[config.mk]
export PLATFORM = sky130hd
export DESIGN_NAME = llc_req_sequencer
export DESIGN_NICKNAME = d
export VERILOG_FILES = /design/src/rtl/llc_pkg.sv /design/src/rtl/llc_grant_arb.sv /design/src/rtl/llc_req_sequencer.sv
export SDC_FILE = /design/constraint.sdc
export NUM_CORES = 1
export LEC_CHECK = 0
export CAP_MARGIN = 10
export CELL_PAD_IN_SITES_DETAIL_PLACEMENT = 1
export CELL_PAD_IN_SITES_GLOBAL_PLACEMENT = 2
export CORE_MARGIN = 2
export CORE_UTILIZATION = 30
export DETAILED_ROUTE_END_ITERATION = 16
export MAX_ROUTING_LAYER = met4
export PLACE_DENSITY_LB_ADDON = 0.1
export SYNTH_ARGS = -nofsm -noshare
export SYNTH_HDL_FRONTEND = slang
export SYNTH_SLANG_ARGS = --single-unit
[constraint.sdc]
create_clock -name clk_i -period 5.3 [get_ports clk_i]
set_input_delay 1.06 -clock clk_i [delete_from_list [all_inputs] [get_ports clk_i]]
set_output_delay 1.06 -clock clk_i [all_outputs]
set_load 0.03 [all_outputs]
[src/rtl/llc_pkg.sv]
// Shared types and constants for the LLC front-end.
// Contents: address/command widths, trace command encoding, sequencer
// state encoding, and per-port command legality helpers.
package llc_pkg;

    localparam int ADDR_BITS = 32;
    localparam int CMDSIZE   = 4;

    typedef enum logic [CMDSIZE-1:0] {
        READ_L1D  = 4'd0,
        WRITE_L1D = 4'd1,
        READ_L1I  = 4'd2,
        SNP_INV   = 4'd3,
        SNP_RD    = 4'd4,
        SNP_WR    = 4'd5,
        SNP_RWIM  = 4'd6,
        CLR       = 4'd8,
        PRINT     = 4'd9
    } cmd_t;

    typedef enum logic [1:0] {
        IDLE  = 2'd0,
        ISSUE = 2'd1,
        WAIT  = 2'd2
    } seq_state_t;

    // Commands the L1 side may legally issue.
    function automatic logic l1_cmd_legal(input logic [CMDSIZE-1:0] c);
        case (c)
            READ_L1D, WRITE_L1D, READ_L1I, CLR, PRINT: return 1'b1;
            default:                                   return 1'b0;
        endcase
    endfunction

    // Commands the snoop side may legally issue.
    function automatic logic snp_cmd_legal(input logic [CMDSIZE-1:0] c);
        case (c)
            SNP_INV, SNP_RD, SNP_WR, SNP_RWIM: return 1'b1;
            default:                           return 1'b0;
        endcase
    endfunction

endpackage

[src/rtl/llc_grant_arb.sv]
// Grant selection between the L1 and snoop requesters, with an anti-starvation
// streak counter that lets L1 through after SNP_STREAK_MAX snoop wins in a row.
// Ports:
//   clk_i, rst_i        clock, synchronous active-high reset
//   idle_i              sequencer can accept this cycle
//   l1_valid_i          L1 request pending
//   snp_valid_i         snoop request pending
//   l1_legal_i          pending L1 command is legal
//   snp_legal_i         pending snoop command is legal
//   gnt_l1_o, gnt_snp_o one-hot (or zero) grant; doubles as the ready
module llc_grant_arb #(
    parameter int SNP_STREAK_MAX = 4
) (
    input  logic clk_i,
    input  logic rst_i,
    input  logic idle_i,
    input  logic l1_valid_i,
    input  logic snp_valid_i,
    input  logic l1_legal_i,
    input  logic snp_legal_i,
    output logic gnt_l1_o,
    output logic gnt_snp_o
);

    localparam logic [3:0] STREAK_MAX = 4'(SNP_STREAK_MAX);

    logic [3:0] streak_q, streak_d;
    logic       streak_at_max;

    assign streak_at_max = (streak_q == STREAK_MAX);

    always_comb begin
        gnt_snp_o = idle_i && snp_valid_i && !(streak_at_max && l1_valid_i);
        gnt_l1_o  = idle_i && l1_valid_i && !gnt_snp_o;
    end

    // Illegal commands are dropped without touching the streak; only a
    // forwarded snoop while L1 waits counts toward starvation.
    always_comb begin
        streak_d = streak_q;
        if (!l1_valid_i)
            streak_d = '0;
        else if (gnt_l1_o && l1_legal_i)
            streak_d = '0;
        else if (gnt_snp_o && snp_legal_i && !streak_at_max)
            streak_d = streak_q + 4'd1;
    end

    always_ff @(posedge clk_i) begin
        if (rst_i) streak_q <= '0;
        else       streak_q <= streak_d;
    end

endmodule

[src/rtl/llc_req_sequencer.sv]
// Front-end controller for the LLC core: arbitrates L1 vs snoop requests,
// serialises them into one outstanding core transaction, and watches for
// completion with a timeout.
// Ports:
//   clk_i, rst_i                     clock, synchronous active-high reset
//   l1_valid_i/l1_ready_o/l1_cmd_i/l1_addr_i       L1 request handshake
//   snp_valid_i/snp_ready_o/snp_cmd_i/snp_addr_i   snoop request handshake
//   llc_req_valid_o/llc_req_ready_i  request handshake toward the core
//   llc_req_cmd_o/addr_o/src_o       latched request (src 0 = L1, 1 = snoop)
//   llc_done_i                       core completion pulse
//   busy_o                           transaction in flight
//   err_badcmd_o                     one-cycle pulse: illegal command dropped
//   err_timeout_o                    sticky: completion never arrived
//   l1_grants_o, snp_grants_o        forwarded-request counters
module llc_req_sequencer
    import llc_pkg::*;
#(
    parameter int SNP_STREAK_MAX = 4,
    parameter int TIMEOUT_CYCLES = 64
) (
    input  logic                 clk_i,
    input  logic                 rst_i,
    input  logic                 l1_valid_i,
    output logic                 l1_ready_o,
    input  logic [CMDSIZE-1:0]   l1_cmd_i,
    input  logic [ADDR_BITS-1:0] l1_addr_i,
    input  logic                 snp_valid_i,
    output logic                 snp_ready_o,
    input  logic [CMDSIZE-1:0]   snp_cmd_i,
    input  logic [ADDR_BITS-1:0] snp_addr_i,
    output logic                 llc_req_valid_o,
    input  logic                 llc_req_ready_i,
    output logic [CMDSIZE-1:0]   llc_req_cmd_o,
    output logic [ADDR_BITS-1:0] llc_req_addr_o,
    output logic                 llc_req_src_o,
    input  logic                 llc_done_i,
    output logic                 busy_o,
    output logic                 err_badcmd_o,
    output logic                 err_timeout_o,
    output logic [31:0]          l1_grants_o,
    output logic [31:0]          snp_grants_o
);

    localparam logic [9:0] WDOG_LAST = 10'(TIMEOUT_CYCLES - 1);

    seq_state_t           state_q, state_d;
    logic [CMDSIZE-1:0]   cmd_q, cmd_d;
    logic [ADDR_BITS-1:0] addr_q, addr_d;
    logic                 src_q, src_d;
    logic [9:0]           wdog_q, wdog_d;
    logic                 bad_q, bad_d;
    logic                 to_q, to_d;
    logic [31:0]          l1_cnt_q, l1_cnt_d;
    logic [31:0]          snp_cnt_q, snp_cnt_d;

    logic gnt_l1, gnt_snp, l1_legal, snp_legal;

    assign l1_legal  = l1_cmd_legal(l1_cmd_i);
    assign snp_legal = snp_cmd_legal(snp_cmd_i);

    llc_grant_arb #(.SNP_STREAK_MAX(SNP_STREAK_MAX)) u_arb (
        .clk_i       (clk_i),
        .rst_i       (rst_i),
        .idle_i      (state_q == IDLE),
        .l1_valid_i  (l1_valid_i),
        .snp_valid_i (snp_valid_i),
        .l1_legal_i  (l1_legal),
        .snp_legal_i (snp_legal),
        .gnt_l1_o    (gnt_l1),
        .gnt_snp_o   (gnt_snp)
    );

    always_comb begin
        state_d   = state_q;
        cmd_d     = cmd_q;
        addr_d    = addr_q;
        src_d     = src_q;
        wdog_d    = wdog_q;
        bad_d     = 1'b0;
        to_d      = to_q;
        l1_cnt_d  = l1_cnt_q;
        snp_cnt_d = snp_cnt_q;
        case (state_q)
            IDLE: begin
                if (gnt_snp) begin
                    if (snp_legal) begin
                        cmd_d   = snp_cmd_i;
                        addr_d  = snp_addr_i;
                        src_d   = 1'b1;
                        state_d = ISSUE;
                    end else begin
                        bad_d = 1'b1;
                    end
                end else if (gnt_l1) begin
                    if (l1_legal) begin
                        cmd_d   = l1_cmd_i;
                        addr_d  = l1_addr_i;
                        src_d   = 1'b0;
                        state_d = ISSUE;
                    end else begin
                        bad_d = 1'b1;
                    end
                end
            end
            ISSUE: begin
                if (llc_req_ready_i) begin
                    if (src_q) snp_cnt_d = snp_cnt_q + 32'd1;
                    else       l1_cnt_d  = l1_cnt_q + 32'd1;
                    wdog_d  = '0;
                    state_d = WAIT;
                end
            end
            WAIT: begin
                // Completion on the expiry cycle still wins over the timeout.
                if (llc_done_i) begin
                    state_d = IDLE;
                end else if (wdog_q == WDOG_LAST) begin
                    to_d    = 1'b1;
                    state_d = IDLE;
                end else begin
                    wdog_d = wdog_q + 10'd1;
                end
            end
            default: state_d = IDLE;
        endcase
    end

    always_ff @(posedge clk_i) begin
        if (rst_i) begin
            state_q   <= IDLE;
            cmd_q     <= '0;
            addr_q    <= '0;
            src_q     <= 1'b0;
            wdog_q    <= '0;
            bad_q     <= 1'b0;
            to_q      <= 1'b0;
            l1_cnt_q  <= '0;
            snp_cnt_q <= '0;
        end else begin
            state_q   <= state_d;
            cmd_q     <= cmd_d;
            addr_q    <= addr_d;
            src_q     <= src_d;
            wdog_q    <= wdog_d;
            bad_q     <= bad_d;
            to_q      <= to_d;
            l1_cnt_q  <= l1_cnt_d;
            snp_cnt_q <= snp_cnt_d;
        end
    end

    assign l1_ready_o      = gnt_l1;
    assign snp_ready_o     = gnt_snp;
    assign llc_req_valid_o = (state_q == ISSUE);
    assign llc_req_cmd_o   = cmd_q;
    assign llc_req_addr_o  = addr_q;
    assign llc_req_src_o   = src_q;
    assign busy_o          = (state_q != IDLE);
    assign err_badcmd_o    = bad_q;
    assign err_timeout_o   = to_q;
    assign l1_grants_o     = l1_cnt_q;
    assign snp_grants_o    = snp_cnt_q;

endmodule
After elaboration in Yosys (flattened, before gate mapping)
Cells that the tools add are included.

Add/sub/neg operators: 4. Eq/ne operators: 20. Muxes and demuxes: 30. Bitwise logic cells: 4. Reductions and logical operators: 27.

Operators by type and width (number): 2-to-1 mux 32 bit (4); adder 32 x 1 -> 32 bit, second input constant (2); 2-to-1 mux 10 bit (3); case mux 10 bit (2 select lines) (1); equality test 4 x 3 -> 1 bit, second input constant (4); 2-to-1 mux 4 bit (4); 2-to-1 mux 2 bit (7); != test 3 bit, second input constant (4); adder 10 x 1 -> 10 bit, second input constant (1); equality test 10 x 6 -> 1 bit, second input constant (1); 2-to-1 mux 1 bit (10); AND reduction 3 bit (3); equality test 4 x 2 -> 1 bit, second input constant (2); equality test 4 bit, second input constant (2); logical AND 1 bit (8); AND reduction 4 bit (2); nonzero test 2 bit (4); case mux 2 bit (3 select lines) (1); AND reduction 5 bit (1); OR reduction 5 bit (1); adder 4 x 1 -> 4 bit, second input constant (1); equality test 4 x 1 -> 1 bit, second input constant (1); zero test 4 bit (1); != test 2 x 1 -> 1 bit, second input constant (2); other kinds (9) (15).

Flip-flop bits (word level): 119. Logic and storage cells: 95.

Depth between registers and ports, before layout
Word-level depth: 9. Depth in mapped cells: 8. Depth with buffers taken out: 6.

Cells and area by module
A second synthesis with hierarchy kept.

Cell total of the unflattened synthesis: 664. Area, all modules: 5987.0 um^2.

By module, submodules not included: llc_req_sequencer (instances 1, cells each 631, area an instance 5720.5 um^2); llc_grant_arb (instances 1, cells each 33, area an instance 266.5 um^2).

Least setup slack after synthesis
OpenSTA, ideal clock, no wires.

Kind: in2out. From: input snp_valid_i. To: output l1_ready_o. Data arrival time: 2087 ps. Setup slack: 2153 ps. Stages on the path: 2. Buffers on the path: 1. Path through: clkbuf_1 > a211oi_1.

Word-level cells in the longest chain between the ends: 4.

Ends and longest elaborated chain: start, declared (RTL line llc_req_sequencer.sv:27) `input logic snp_valid_i,`; logical AND 1 bit (2 in series) (RTL line llc_grant_arb.sv:33) `gnt_snp_o = idle_i && snp_valid_i && !(streak_at_max && l1_valid_i);`; zero test 1 bit (RTL line llc_grant_arb.sv:34) `gnt_l1_o = idle_i && l1_valid_i && !gnt_snp_o;`; logical AND 1 bit (RTL line llc_grant_arb.sv:34); end, declared (RTL line llc_req_sequencer.sv:24) `output logic l1_ready_o,`.

Every way passes these cells.

Worst setup path after layout
Same ends and word-level chain as after synthesis.

==> reports/results.tsv <==
stage	metric	value	unit
routing	post-route ant nets	0	
synthesis	Post-Synth Adder-Cell Area	0.965	%
grt	first-pass GRT wire length	33700	um
worst_setup_path	reg2reg setup slack	2.51	ns
worst_setup_path	RR Endpoint	llc_req_addr_o[16]$_SDFFE_PP0P_	
synthesis	Post-synth EDFFs	0	
outcome	status	complete, no violations	
place	Port Buffers	184	
place	final RePlAce weighted congestion	0.780	
cts	Max Root-Sink Buffers	2	
routing	Post-route DRC	0	
die	initial core utilization	30.7	%
worst_setup_path	CP peak stage delay	0.77	ns
cts	Sink Count	119	
finish	ANT cells	0	
place	Placed Area	8510	um2
synthesis	ys async rst share	0	%
finish	Final Net Count	1001	
cts	cts hold-fix bufs	0	
place	dpl ws	1.28	ns
sta	Final Cycle Share	76.2	%
worst_setup_path	Register-to-Register Path Depth	8	
worst_setup_path	nature of the critical path endpoint	output port	
cts	H-tree levels	4	
sta	unrepaired setup endpoints after global routing	false	
sta	Final setup viols	0	
routing	1st-iter DRT viols	222	
synthesis	Distinct cells, synth	52	
synthesis	Yosys reg bits	119	
sta	Final min period	4.04	ns
die	die height	151	um
synthesis	Post-Synth Simple-Gate Area	28.4	%
cts	Clock Latency Late Sink	0.42	ns
sta	Hold Slack	0.475	ns
die	site row count	53	
synthesis	Mapped Area	6480	um2
sta	Sum Neg Setup Slack	0	ns
worst_setup_path	Worst Setup Start Kind	primary input	
worst_setup_path	Reg-to-Reg Start	u_arb.streak_q[0]$_SDFFE_PP0P_	
synthesis	mux contribution to synthesized area	10.6	%
worst_setup_path	critical path class	in2out	
sta	Final Hold Fails	0	
worst_setup_path	CP max-delay cell	clkdlybuf4s50_1	
cts	CTS Buf Count	17	
synthesis	XOR/XNOR Fraction of Synth Area	2.84	%
synthesis	ys flop type	dfxtp_1	
routing	DR vias/cell	5.20	
sta	FMAX	0.248	GHz
synthesis	sequential cell area fraction in the yosys report	36.8	%
cts	CTS tree	done	
die	full die area	22800	um2
synthesis	Avg Cell Area, Syn	8.54	um2
synthesis	syn nets	842	
synthesis	main combinational cell family by area after synthesis	simple AND/OR/NAND/NOR gates	
worst_setup_path	Critical Path RT	4.24	ns
power_and_ir_drop	Tot Pwr	2.48	mW
worst_setup_path	CP Max Fanout	14	
power_and_ir_drop	Power Dens Cells	271	nW/um2
run	max_cap viols	0	
die	Core Area	21100	um2
sta	Final WS setup	1.26	ns
routing	per-cell routed wire length	17.3	um
synthesis	Post-Synthesis Cells	759	
worst_setup_path	Critical Path Source	snp_valid_i	
sta	Post-Route Skew	0.0134	ns
grt	via count of the first global-routing pass	6536	
grt	initial antenna violation count	0	
worst_setup_path	CP endpoint	l1_ready_o	
worst_hold_path	HP Class	reg2reg	
place	post-detail-place hpwl	14900	um
cts	Setup Fix Bufs, Post-CTS	0	
synthesis	Synth Area in Compound Gates	15.9	%
worst_setup_path	crit-path cells	clkdlybuf4s50_1, a211oi_1, clkdlybuf4s50_1	
worst_setup_path	CP Data Arrival Time	2.98	ns
sta	Final Max Tran Viols	0	
synthesis	Yosys warning total	0	
power_and_ir_drop	Leak	3.45	nW
routing	WL final	20800	um
finish	synth-to-layout area growth	41.2	%
power_and_ir_drop	Peak supply drop	0.184	mV
die	Ports	185	
sta	Worst Tran Pin Value	1.05	ns
grt	largest net degree at the start of global routing	119	
cts	cts repair resizes	0	
cts	clock-pin slew on the worst setup and hold paths	0.05	ns
routing	Pre-Repair DR Iteration Count	4	
routing	Vias	6277	
sta	Slew headroom	29.8	%
cts	CTS root buf	clkbuf_16	
worst_setup_path	Top cell by count, worst path	clkdlybuf4s50_1	
grt	global-route congestion overflow total	0	
finish	final instance area	9150	um2
die	Die Width	151	um
finish	share of layout cells above drive strength 1	8.49	%
grt	gr usage total	19.1	%
-- metrics by stage --
| stage | util (%) | instances |
|---|---|---|
| after detailed placement | 40.4 | 1174 |
| after global placement | 40.4 | 1174 |
| after CTS | 43.4 | 1206 |
| after global routing | 43.4 | 1206 |
| final | 43.4 | 1206 |
| after floorplan | - | 759 |
-- cells in the final DEF, fill, tap and decap left out, types with 3 or more instances in the layout --
cell,count
clkdlybuf4s50_1,183
dfxtp_1,119
nor2_1,61
and3_1,43
a21boi_0,37
nand2b_1,37
mux2i_1,37
o21bai_1,36
a21oi_1,32
nand2_1,31
mux2_2,28
nand3_1,24
nand4_1,22
o21ai_0,21
inv_1,21
nor2b_1,21
nor3_1,18
nor4_1,17
clkbuf_16,17
or3_1,15
or4_1,12
xor2_1,12
xnor2_1,9
o31ai_1,8
buf_4,7
and4_1,5
ha_1,5
o21a_1,4
bufinv_16,4
clkinv_2,4
a211oi_1,3
and3b_1,3
clkbuf_8,3
-- power breakdown --
part,internal [mW],switching (mW)
sequential,0.915,0.0171
clock,0.823,0.431
combinational,0.146,0.151
total,1.88,0.600
-- Yosys cell counts, drive strengths merged, types with 3 or more instances --
cell	n	area, um2
a211oi	3	22.5
a21boi	37	278
a21oi	32	160
and3	43	269
and3b	3	26.3
and4	5	43.8
buf	13	73.8
clkbuf	37	139
dfxtp	119	2380
ha	5	62.6
inv	21	78.8
mux2	28	315
mux2i	37	370
nand2	31	116
nand2b	37	231
nand3	24	120
nand4	22	138
nor2	62	235
nor2b	21	131
nor3	18	90.1
nor3b	3	27.5
nor4	17	106
o21a	4	30.0
o21ai	22	110
o21bai	36	270
o31ai	8	60.1
or3	15	93.8
or4	14	113
xnor2	9	78.8
xor2	12	105
-- layout make-up --
cell class / count / area (um2)
multi-input combinational: 568 / 3820
clock buffer: 20 / 467
timing repair buffer: 190 / 1880
inverter: 22 / 82.6
fill: 2419 / 11900
sequential: 119 / 2380
clock inverter: 12 / 173
tap: 275 / 344
-- state kept, by name, indices dropped and copies added, names as in the netlist --
name and flops:
snp_grants_o 32, state_q 2, llc_req_cmd_o 4, llc_req_src_o 1, l1_grants_o 32, err_badcmd_o 1
err_timeout_o 1, llc_req_addr_o 32, wdog_q 10, u_arb.streak_q 4
-- worst max-delay path: cells and delay by family --
family,cells,cell delay [ns]
buffers and inverters,2,1.44
AO/OA/AOI/OAI,1,0.47
-- layer usage --
layer | vias to the layer above | track usage [%] | wire (um)
met1 | 3086 | 22.2 | 9060
met2 | 122 | 32.9 | 10600
met4 | 0 | 5.28 | 343
met3 | 23 | 4.67 | 858
met5 | - | - | 0
li1 | 3046 | - | -
-- logic make-up after synthesis --
group           after synthesis
flops                       119
simple gates                325
xor+xnor                     21
compound gates              152
buf+inv                      72
fa+ha+maj                     5
mux                          65
-- worst min-delay path by stage --
stage	cells past startpoint	endpoint	startpoint	slack [ns]
2_1_floorplan	2	wdog_q[9]$_SDFFE_PP0P_	wdog_q[9]$_SDFFE_PP0P_	0.45
3_3_place_gp	2	wdog_q[9]$_SDFFE_PP0P_	wdog_q[9]$_SDFFE_PP0P_	0.46
3_5_place_dp	2	llc_req_addr_o[29]$_SDFFE_PP0P_	llc_req_addr_o[29]$_SDFFE_PP0P_	0.47
4_1_cts	2	llc_req_addr_o[31]$_SDFFE_PP0P_	llc_req_addr_o[31]$_SDFFE_PP0P_	0.48
5_1_grt	2	llc_req_addr_o[11]$_SDFFE_PP0P_	llc_req_addr_o[11]$_SDFFE_PP0P_	0.49
6_report	2	llc_req_addr_o[31]$_SDFFE_PP0P_	llc_req_addr_o[31]$_SDFFE_PP0P_	0.48
Note: power is estimated with default switching activity, not from simulation.
